<file path="src/rtl/clock_disp_pkg.sv">
// Shared types and constants for the multiplexed HH:MM:SS 7-segment display driver.
package clock_disp_pkg;

  localparam int         NUM_DIGITS = 6;
  localparam logic [6:0] SEG_OFF    = 7'h7F;
  localparam logic [5:0] AN_OFF     = 6'h3F;

  localparam logic [2:0] IDX_COLON_A = 3'd2;
  localparam logic [2:0] IDX_COLON_B = 3'd4;
  localparam logic [2:0] IDX_HR_TENS = 3'd5;

  typedef enum logic [2:0] {IDLE, CONV_S, CONV_M, CONV_H, COMMIT} conv_state_t;

  typedef struct packed {
    logic [4:0] h;
    logic [5:0] m;
    logic [5:0] s;
  } hms_t;

  // Active-low {g,f,e,d,c,b,a}; entry [0] is digit 0.
  localparam logic [9:0][6:0] SEG_TAB = {
    7'h10, 7'h00, 7'h78, 7'h02, 7'h12, 7'h19, 7'h30, 7'h24, 7'h79, 7'h40
  };

  function automatic logic [6:0] seg_decode(input logic [3:0] d);
    seg_decode = (d <= 4'd9) ? SEG_TAB[d] : SEG_OFF;
  endfunction

endpackage

</file>
<file path="src/rtl/bin2bcd_seq.sv">
// Sequential 6-bit double-dabble: load on start, six shift/add-3 steps, one-cycle done.
module bin2bcd_seq (
  input  logic       clk,
  input  logic       reset,
  input  logic       start,
  input  logic [5:0] bin,
  output logic       done,
  output logic [3:0] tens,
  output logic [3:0] ones
);

  logic [5:0] sh;
  logic [7:0] bcd;
  logic [2:0] step;
  logic       busy;

  function automatic logic [7:0] add3(input logic [7:0] b);
    logic [7:0] r;
    r = b;
    if (r[3:0] >= 4'd5) r[3:0] = r[3:0] + 4'd3;
    if (r[7:4] >= 4'd5) r[7:4] = r[7:4] + 4'd3;
    return r;
  endfunction

  always_ff @(posedge clk or negedge reset) begin
    if (!reset) begin
      sh   <= '0;
      bcd  <= '0;
      step <= '0;
      busy <= 1'b0;
      done <= 1'b0;
    end else begin
      done <= 1'b0;
      if (start) begin
        sh   <= bin;
        bcd  <= '0;
        step <= '0;
        busy <= 1'b1;
      end else if (busy) begin
        {bcd, sh} <= {add3(bcd), sh} << 1;
        step      <= step + 3'd1;
        if (step == 3'd5) begin
          busy <= 1'b0;
          done <= 1'b1;
        end
      end
    end
  end

  assign tens = bcd[7:4];
  assign ones = bcd[3:0];

endmodule

</file>
<file path="src/rtl/clock_display_scan.sv">
// Converts the clock core's binary H/M/S to BCD with one shared converter and
// scans the six digits onto an active-low multiplexed 7-segment display.
module clock_display_scan
  import clock_disp_pkg::*;
#(
  parameter int SCAN_DIV = 50000
) (
  input  logic       clk,
  input  logic       reset,
  input  logic [5:0] seconds,
  input  logic [5:0] minutes,
  input  logic [4:0] hours,
  input  logic       blank,
  output logic [5:0] digit_an,
  output logic [6:0] seg,
  output logic       dp,
  output logic       bcd_valid
);

  localparam int PW = $clog2(SCAN_DIV);

  conv_state_t state, state_nxt;
  hms_t        cur, snap;
  logic        snap_en, start_nxt, stage_en, commit;

  logic       conv_start, conv_done;
  logic [5:0] conv_bin;
  logic [3:0] conv_tens, conv_ones;

  logic [NUM_DIGITS-1:0][3:0] stage, disp, disp_nxt;
  logic                       valid_q, valid_nxt;

  logic [PW-1:0] presc, presc_nxt;
  logic [2:0]    idx, idx_nxt;
  logic [3:0]    cur_digit;
  logic [5:0]    an_q;
  logic [6:0]    seg_q;
  logic          dp_q;

  assign cur = {hours, minutes, seconds};

  always_comb begin
    case (state)
      CONV_M:  conv_bin = snap.m;
      CONV_H:  conv_bin = {1'b0, snap.h};
      default: conv_bin = snap.s;
    endcase
  end

  bin2bcd_seq u_b2b (
    .clk   (clk),
    .reset (reset),
    .start (conv_start),
    .bin   (conv_bin),
    .done  (conv_done),
    .tens  (conv_tens),
    .ones  (conv_ones)
  );

  always_ff @(posedge clk or negedge reset) begin
    if (!reset) state <= IDLE;
    else        state <= state_nxt;
  end

  always_comb begin
    state_nxt = state;
    snap_en   = 1'b0;
    start_nxt = 1'b0;
    stage_en  = 1'b0;
    commit    = 1'b0;
    case (state)
      IDLE: if (!valid_q || cur != snap) begin
        snap_en   = 1'b1;
        start_nxt = 1'b1;
        state_nxt = CONV_S;
      end
      CONV_S: if (conv_done) begin
        stage_en  = 1'b1;
        start_nxt = 1'b1;
        state_nxt = CONV_M;
      end
      CONV_M: if (conv_done) begin
        stage_en  = 1'b1;
        start_nxt = 1'b1;
        state_nxt = CONV_H;
      end
      CONV_H: if (conv_done) begin
        stage_en  = 1'b1;
        state_nxt = COMMIT;
      end
      COMMIT: begin
        commit    = 1'b1;
        state_nxt = IDLE;
      end
      default: state_nxt = IDLE;
    endcase
  end

  // Digits land in staging field by field and only reach the display on commit,
  // so the visible six digits always come from one snapshot.
  always_ff @(posedge clk or negedge reset) begin
    if (!reset) begin
      snap       <= '0;
      stage      <= '0;
      disp       <= '0;
      valid_q    <= 1'b0;
      conv_start <= 1'b0;
    end else begin
      conv_start <= start_nxt;
      if (snap_en) snap <= cur;
      if (stage_en) begin
        case (state)
          CONV_S: begin stage[1] <= conv_tens; stage[0] <= conv_ones; end
          CONV_M: begin stage[3] <= conv_tens; stage[2] <= conv_ones; end
          CONV_H: begin stage[5] <= conv_tens; stage[4] <= conv_ones; end
          default: ;
        endcase
      end
      disp    <= disp_nxt;
      valid_q <= valid_nxt;
    end
  end

  always_comb begin
    presc_nxt = (presc == PW'(SCAN_DIV - 1)) ? '0 : presc + 1'b1;
    idx_nxt   = idx;
    if (presc == PW'(SCAN_DIV - 1)) idx_nxt = (idx == 3'd5) ? 3'd0 : idx + 3'd1;
    disp_nxt  = commit ? stage : disp;
    valid_nxt = valid_q | commit;
    cur_digit = disp_nxt[idx_nxt];
  end

  // Output registers are fed from next-state values so they line up with the
  // scan index and committed digits in the same cycle.
  always_ff @(posedge clk or negedge reset) begin
    if (!reset) begin
      presc <= '0;
      idx   <= '0;
      an_q  <= AN_OFF;
      seg_q <= SEG_OFF;
      dp_q  <= 1'b1;
    end else begin
      presc <= presc_nxt;
      idx   <= idx_nxt;
      an_q  <= ~(6'b1 << idx_nxt);
      if (!valid_nxt || (idx_nxt == IDX_HR_TENS && cur_digit == 4'd0))
        seg_q <= SEG_OFF;
      else
        seg_q <= seg_decode(cur_digit);
      dp_q  <= !(valid_nxt && (idx_nxt == IDX_COLON_A || idx_nxt == IDX_COLON_B)
                 && !disp_nxt[0][0]);
    end
  end

  assign digit_an  = blank ? AN_OFF  : an_q;
  assign seg       = blank ? SEG_OFF : seg_q;
  assign dp        = blank ? 1'b1    : dp_q;
  assign bcd_valid = valid_q;

endmodule

</file>
<file path="config.mk">
export PLATFORM = sky130hd
export DESIGN_NAME = clock_display_scan
export DESIGN_NICKNAME = d
export VERILOG_FILES = /design/src/rtl/clock_disp_pkg.sv /design/src/rtl/bin2bcd_seq.sv /design/src/rtl/clock_display_scan.sv
export SDC_FILE = /design/constraint.sdc
export NUM_CORES = 1
export LEC_CHECK = 0
export ABC_CLOCK_PERIOD_IN_PS = 3300
export BUFFER_PORTS_ARGS = -buffer_cell sky130_fd_sc_hd__buf_2
export CORE_MARGIN = 1.5
export CORE_UTILIZATION = 50
export DETAILED_ROUTE_END_ITERATION = 8
export HOLD_SLACK_MARGIN = 0.02
export PLACE_DENSITY = 0.7
export SLEW_MARGIN = 0
export SYNTH_ARGS = -nofsm -noshare
export SYNTH_HDL_FRONTEND = slang
export SYNTH_HIERARCHICAL = 1
export SYNTH_SLANG_ARGS = --single-unit
</file>
<file path="constraint.sdc">
create_clock -name clk -period 3.3 [get_ports clk]
set_input_delay 0.165 -clock clk [delete_from_list [all_inputs] [get_ports clk]]
set_output_delay 0.165 -clock clk [all_outputs]
set_load 0.01 [all_outputs]
</file>
# ---- Word level (Yosys, flattened, before mapping)
# Memory sizes are Yosys's and may differ from the RTL's.
# Cells that the tools add are included.
dict set report totals {
  register_bits 122
  latchBits 0
  ram_bits 0
  rom_bits 112
  inputBits 20
  out_inout_bits 15
  word_cells 114
  n_memories 1
}
# name words width read_ports rd_ports_with_merged_regs wr line_no
set memory_table {}
lappend memory_table {{(no name shown)} 16 7 1 0 0 clock_disp_pkg.sv:26} ;# seg_decode = (d <= 4'd9) ? SEG_TAB[d] : SEG_OFF;
dict set report classes {
  n_addsub 5
  n_mul 0
  n_div 0
  magnitude_cmp 5
  eq_ne 15
  shifts 1
  mux 38
  n_bitwise 2
  reduce_logical 19
}
# cell n
set ops {}
lappend ops {{7-bit 2-to-1 mux} 4}
lappend ops {{3-bit 2-to-1 mux} 9}
lappend ops {{24-bit 2-to-1 mux} 1}
lappend ops {{6-bit 2-to-1 mux} 3}
lappend ops {{17-bit inequality test} 1}
lappend ops {{16-bit by 1-bit adder with 16-bit output (second input constant)} 1}
lappend ops {{16-bit equality test (second input constant)} 1}
lappend ops {{16-bit 2-to-1 mux} 1}
lappend ops {{8-bit 2-to-1 mux} 2}
lappend ops {{3-bit equality test (second input constant)} 5}
lappend ops {{4-bit binary-select mux with 3-bit select} 1}
lappend ops {{1-bit 2-to-1 mux} 12}
lappend ops {{3-bit case mux with 4 select lines} 1}
lappend ops {{6-bit case mux with 2 select lines} 1}
lappend ops {{3-bit by 2-bit equality test with 1-bit output (second input constant)} 3}
lappend ops {{4-bit by 3-bit greater-or-equal comparator with 1-bit output (second input constant)} 2}
lappend ops {{4-bit 2-to-1 mux} 2}
lappend ops {{3-bit by 1-bit adder with 3-bit output (second input constant)} 2}
lappend ops {{2-bit by 1-bit inequality test with 1-bit output (second input constant)} 3}
lappend ops {{6-bit NOT} 1}
lappend ops {{2-bit AND reduction} 3}
lappend ops {{1-bit by 3-bit << shifter with 6-bit output (first input constant)} 1}
lappend ops {{4-bit by 5-bit < comparator with 1-bit output (second input constant)} 1}
lappend ops {{4-bit by 2-bit adder with 4-bit output (second input constant)} 1}
lappend ops {{16 further kinds} 23}

# ---- Depth between registers and ports, before layout
dict set report depth {
  word_depth 9
  mapped_depth 15
  mapped_depth_nobuf 12
}

# ---- Cells and area by module
# The synthesis kept the hierarchy.
# mod n_inst cells_each area_each_um2 seq_area_each_um2
set by_module_without_submodules {}
lappend by_module_without_submodules {clock_display_scan 1 422 4926.0 2595.0}
lappend by_module_without_submodules {bin2bcd_seq 1 98 999.7 475.5}

# ---- Least setup slack after synthesis
# No wires, ideal clock.
dict set report synth_path {
  kind {register to register}
  start {register state[1]}
  end {register seg_q[2]}
  setup_ns 0.091
  arrival_time_ns 3.121
  t_required_ns 3.209
  path_slack_ns 0.088
  path_stages_with_launch 14
  n_path_buf 2
  period_less_slack_ns 3.212
  cell_sequence {dfrtp_1 buf_2 nor3b_2 buf_4 mux2_2 mux2_2 a21oi_1 nor2_1 a211oi_1 inv_1 ha_1 o211ai_1 a21oi_4 o31ai_1}
}
# element line_no
set synth_rtl {}
lappend synth_rtl {{from (decl)} clock_display_scan.sv:22} ;# conv_state_t state, state_nxt;
lappend synth_rtl {{from (signal assigned)} clock_display_scan.sv:62} ;# else state <= state_nxt;
lappend synth_rtl {{to (signal assigned)} clock_display_scan.sv:149} ;# seg_q <= seg_decode(cur_digit);
lappend synth_rtl {{to (decl)} clock_display_scan.sv:37} ;# logic [6:0] seg_q;

# ---- Worst setup path after layout
dict set report layout_path {
  start {register presc[7]}
  end {register seg_q[5]}
}
dict set report layout_between {
  elab_chain_len 8
  word_cells_on_any_way 13
  cone_classes {1 x order compare; 2 x eq/ne; 6 x mux; 3 x reduce/logical; 1 x memory}
}
# element line_no
set layout_lines {}
lappend layout_lines {{from (decl)} clock_display_scan.sv:33} ;# logic [PW-1:0] presc, presc_nxt;
lappend layout_lines {{from (signal assigned)} clock_display_scan.sv:143} ;# presc <= presc_nxt;
lappend layout_lines {{16-bit equality test (*)} clock_display_scan.sv:127} ;# if (presc == PW'(SCAN_DIV - 1)) idx_nxt = (idx == 3'd5) ? 3'd0 : idx + 3'd1;
lappend layout_lines {{3-bit 2-to-1 mux (*)} clock_display_scan.sv:127}
lappend layout_lines {{4-bit binary-select mux with 3-bit select} clock_display_scan.sv:130} ;# cur_digit = disp_nxt[idx_nxt];
lappend layout_lines {{4-bit 2-to-1 mux (implied by the code)} clock_display_scan.sv:130}
lappend layout_lines {{memory read 16 x 7 bit / 4-bit zero test (equally long branches)} --}
lappend layout_lines {{7-bit 2-to-1 mux (implied by the code) / 1-bit logical AND (equally long branches)} {clock_disp_pkg.sv:26, clock_display_scan.sv:146}}
lappend layout_lines {{7-bit 2-to-1 mux / 1-bit logical OR (equally long branches)} {clock_disp_pkg.sv:26, clock_display_scan.sv:146}}
lappend layout_lines {{7-bit 2-to-1 mux (*)} clock_display_scan.sv:146} ;# if (!valid_nxt || (idx_nxt == IDX_HR_TENS && cur_digit == 4'd0))
# Every way passes the cells marked *; elsewhere a longest branch is shown, timed or not. The select of a mux whose other input is x is not followed.
# A chain may end at the register's enable or synchronous reset.

==> metrics.txt <==
leading cell type in the layout, fill and taps excluded=dfrtp_1; Post-synth EDFFs=0; number of buffers created by CTS=17; clk slew on worst S/H paths=roughly 50 ps; crit path capture=seg_q[5]$_DFF_PN1_; clock sink total=approximately 120; Diodes inserted=0; reg2reg path depth=12; Max IR drop VDD=about 0.00076 V; initial antenna violation count=0; I/O Buffers=34; Critical path origin=presc[7]$_DFF_PN0_; fmax=about 330 MHz; outcome=complete, no violations; vias in the first global route=4185; CP required=3630 ps; Mapped Area=5930 sq um; CTS tree=done; DR iter-0 viols=260; die height=112 microns; global-route wire length before repair=roughly 21000 microns; asr flop ratio synth=1.00; Remaining DRCs=0; grt total ovfl=0; Yosys cell types=62; DR pass1 iterations=5; Final setup viols=0; gpl congestion=~0.84; slew at the pin closest to its max-slew limit=~1100 ps; IO Pins=35; CTS max path bufs=2; synthesized netlist net count=between 500 and 600; routed vias=between 4000 and 5000; Place WS=approximately 170 ps; HPWL after detailed placement=around 8000 microns; Synth Instances=between 500 and 600; Die ar.=approximately 13000 sq um; most frequent cells in the layout=108 x dfrtp_1, 62 x mux2_2, 61 x nand2_1; Power Density=714 nW/um^2; final worst slack=278 ps; Nets=approximately 600; Filler Cell Count=886; cell area after layout=between 7000 and 8000 sq um; CTS Root Cell=clkbuf_16; Seq/Total Area, Yosys=0.518; critical path cell sequence=nor4b_4 -> and4_4 -> buf_4 -> nor2b_1 -> o221ai_1 -> a31o_2 -> and3_1 -> ha_1 -> and3_1 -> a41o_1 -> a21oi_4 -> o21ai_1; core area=approximately 11000 sq um; DRT antenna net count=0; row count=39; critical path depth=12; reg2reg start=presc[7]$_DFF_PN0_; final WL=12100 microns; RSZ-0062 raised after global routing=false; Sum Neg Setup Slack=0 ps; CP Class=reg2reg; YS warnings=6; Fin. Hold Viols=0; static leakage=3.26 nW; Crit-path slowest cell=dfrtp_1; WP data arrival=approximately 3400 ps; CP top delay family=simple AND/OR/NAND/NOR gates; crit start category=register; worst rel slew slack=0.246; Post-CTS Setup Bufs=0; share of cells above drive strength 1=0.311; most common flop cell mapped by yosys=dfrtp_1; pin count of the biggest net entering global routing=73; total global-route track usage=0.212; Worst path most repeated cell=and3_1; area share of the largest cell type after synthesis=0.456; r2r endpoint=seg_q[5]$_DFF_PN1_; initial cell density of the core=0.517; fin crit share=0.916; max-slew violation count=0; P&R area growth vs syn=20.2%; Post-Place Cell Area=roughly 6300 sq um; vias per cell=5.40; Critical Path Max Stage Delay=around 430 ps; worst skew pair latency=420 ps; worst min path class=in2async; Synth area leaders=dfrtp_1 46%, mux2_2 12%, dfstp_2 6.2%; post-route minimum period=about 3000 ps; mean post-synth cell area=between 10 and 15 sq um; Die X=around 110 microns; DR WL/cell=approximately 16 microns; reg2reg setup slack=approximately 280 ps; max-capacitance violation count=0; critical path fanouts, max=15; most area-hungry cell type in the Yosys netlist=dfrtp_1; CP Buf/Inv Count=1; Fin Clk Skew=roughly 9.1 ps; Yosys reg bits=around 120; crit end category=register; H-tree depth=4
worst min-delay path by stage:
stage	startpoint	endpoint	slack, ps	depth (start not counted)
finish	reset	presc[4]$_DFF_PN0_	430	2
floorplan	reset	bcd_valid$_DFF_PN0_	-130	0
global route	presc[0]$_DFF_PN0_	presc[0]$_DFF_PN0_	490	1
detailed placement	reset	presc[9]$_DFF_PN0_	360	1
global placement	reset	presc[8]$_DFF_PN0_	350	1
CTS	reset	presc[4]$_DFF_PN0_	460	2
repair_timing:
action                                 CTS  global route
endpoints found under the hold margin   74             0
hold buffers                            18             0
gates resized for setup                  0             3
setup endpoints to repair                0             7
where the power goes:
group | leakage [nW] | total, mW | internal [mW] | switching (mW)
clock | 0.296 | 1.93 | 1.27 | 0.661
combinational | 1.45 | 1.08 | 0.526 | 0.554
sequential | 1.51 | 2.07 | 1.80 | 0.272
total | 3.26 | 5.08 | 3.60 | 1.49
area by class of cell:
cell class / instances / area [sq um] / area share
Clock inverter: 9 / 139 / 0.0195
Multi-Input combinational cell: 364 / 2720 / 0.382
Clock buffer: 23 / 488 / 0.0685
Inverter: 13 / 48.8 / 0.00685
Tap cell: 143 / 179 / 0.0251
Sequential cell: 122 / 3070 / 0.431
Timing Repair Buffer: 67 / 478 / 0.0671
cells in the mapped netlist (all sizes together), types with 12 or more instances:
library cell  number
dfrtp            108
nand2             61
mux2i             19
xor2              25
o21ai             27
nand3             16
dfstp             14
ha                12
mux2              62
or2               16
inv               12
nor2              30
logic make-up after synthesis:
kind of cell | Yosys count | share of synthesized area
mux | 81 | 0.150
compound gates | 55 | 0.0617
buf+inv | 34 | 0.0270
simple gates | 180 | 0.162
fa+ha+maj | 12 | 0.0253
xor+xnor | 36 | 0.0564
flops | 122 | 0.518
per-layer routing:
metal / wire length, microns / vias to the layer above / GRT usage
met4: 151 / 0 / 0.0658
met5: 0 / - / 0
li1: - / 1931 / -
met2: 5770 / 83 / 0.337
met3: 486 / 14 / 0.0572
met1: 5710 / 1976 / 0.286
through the flow:
step	hold slack, ps	total power [mW]	cells	util
after floorplan	-131	2.83	520	-
after global placement	346	3.09	691	0.550
final	433	5.08	741	0.621
after global routing	490	5.37	741	0.621
after CTS	463	5.12	741	0.620
after detailed placement	357	3.14	691	0.550
registers in the layout, indices dropped and copies added (netlist names):
signal,cells
disp,24
stage,24
snap,17
presc,16
u_b2b/bcd,8
seg_q,7
an_q,6
u_b2b/sh,6
idx,3
state,3
u_b2b/step,3
bcd_valid,1
conv_start,1
dp_q,1
u_b2b/busy,1
u_b2b/done,1
Power figures use the tool's default switching activity.
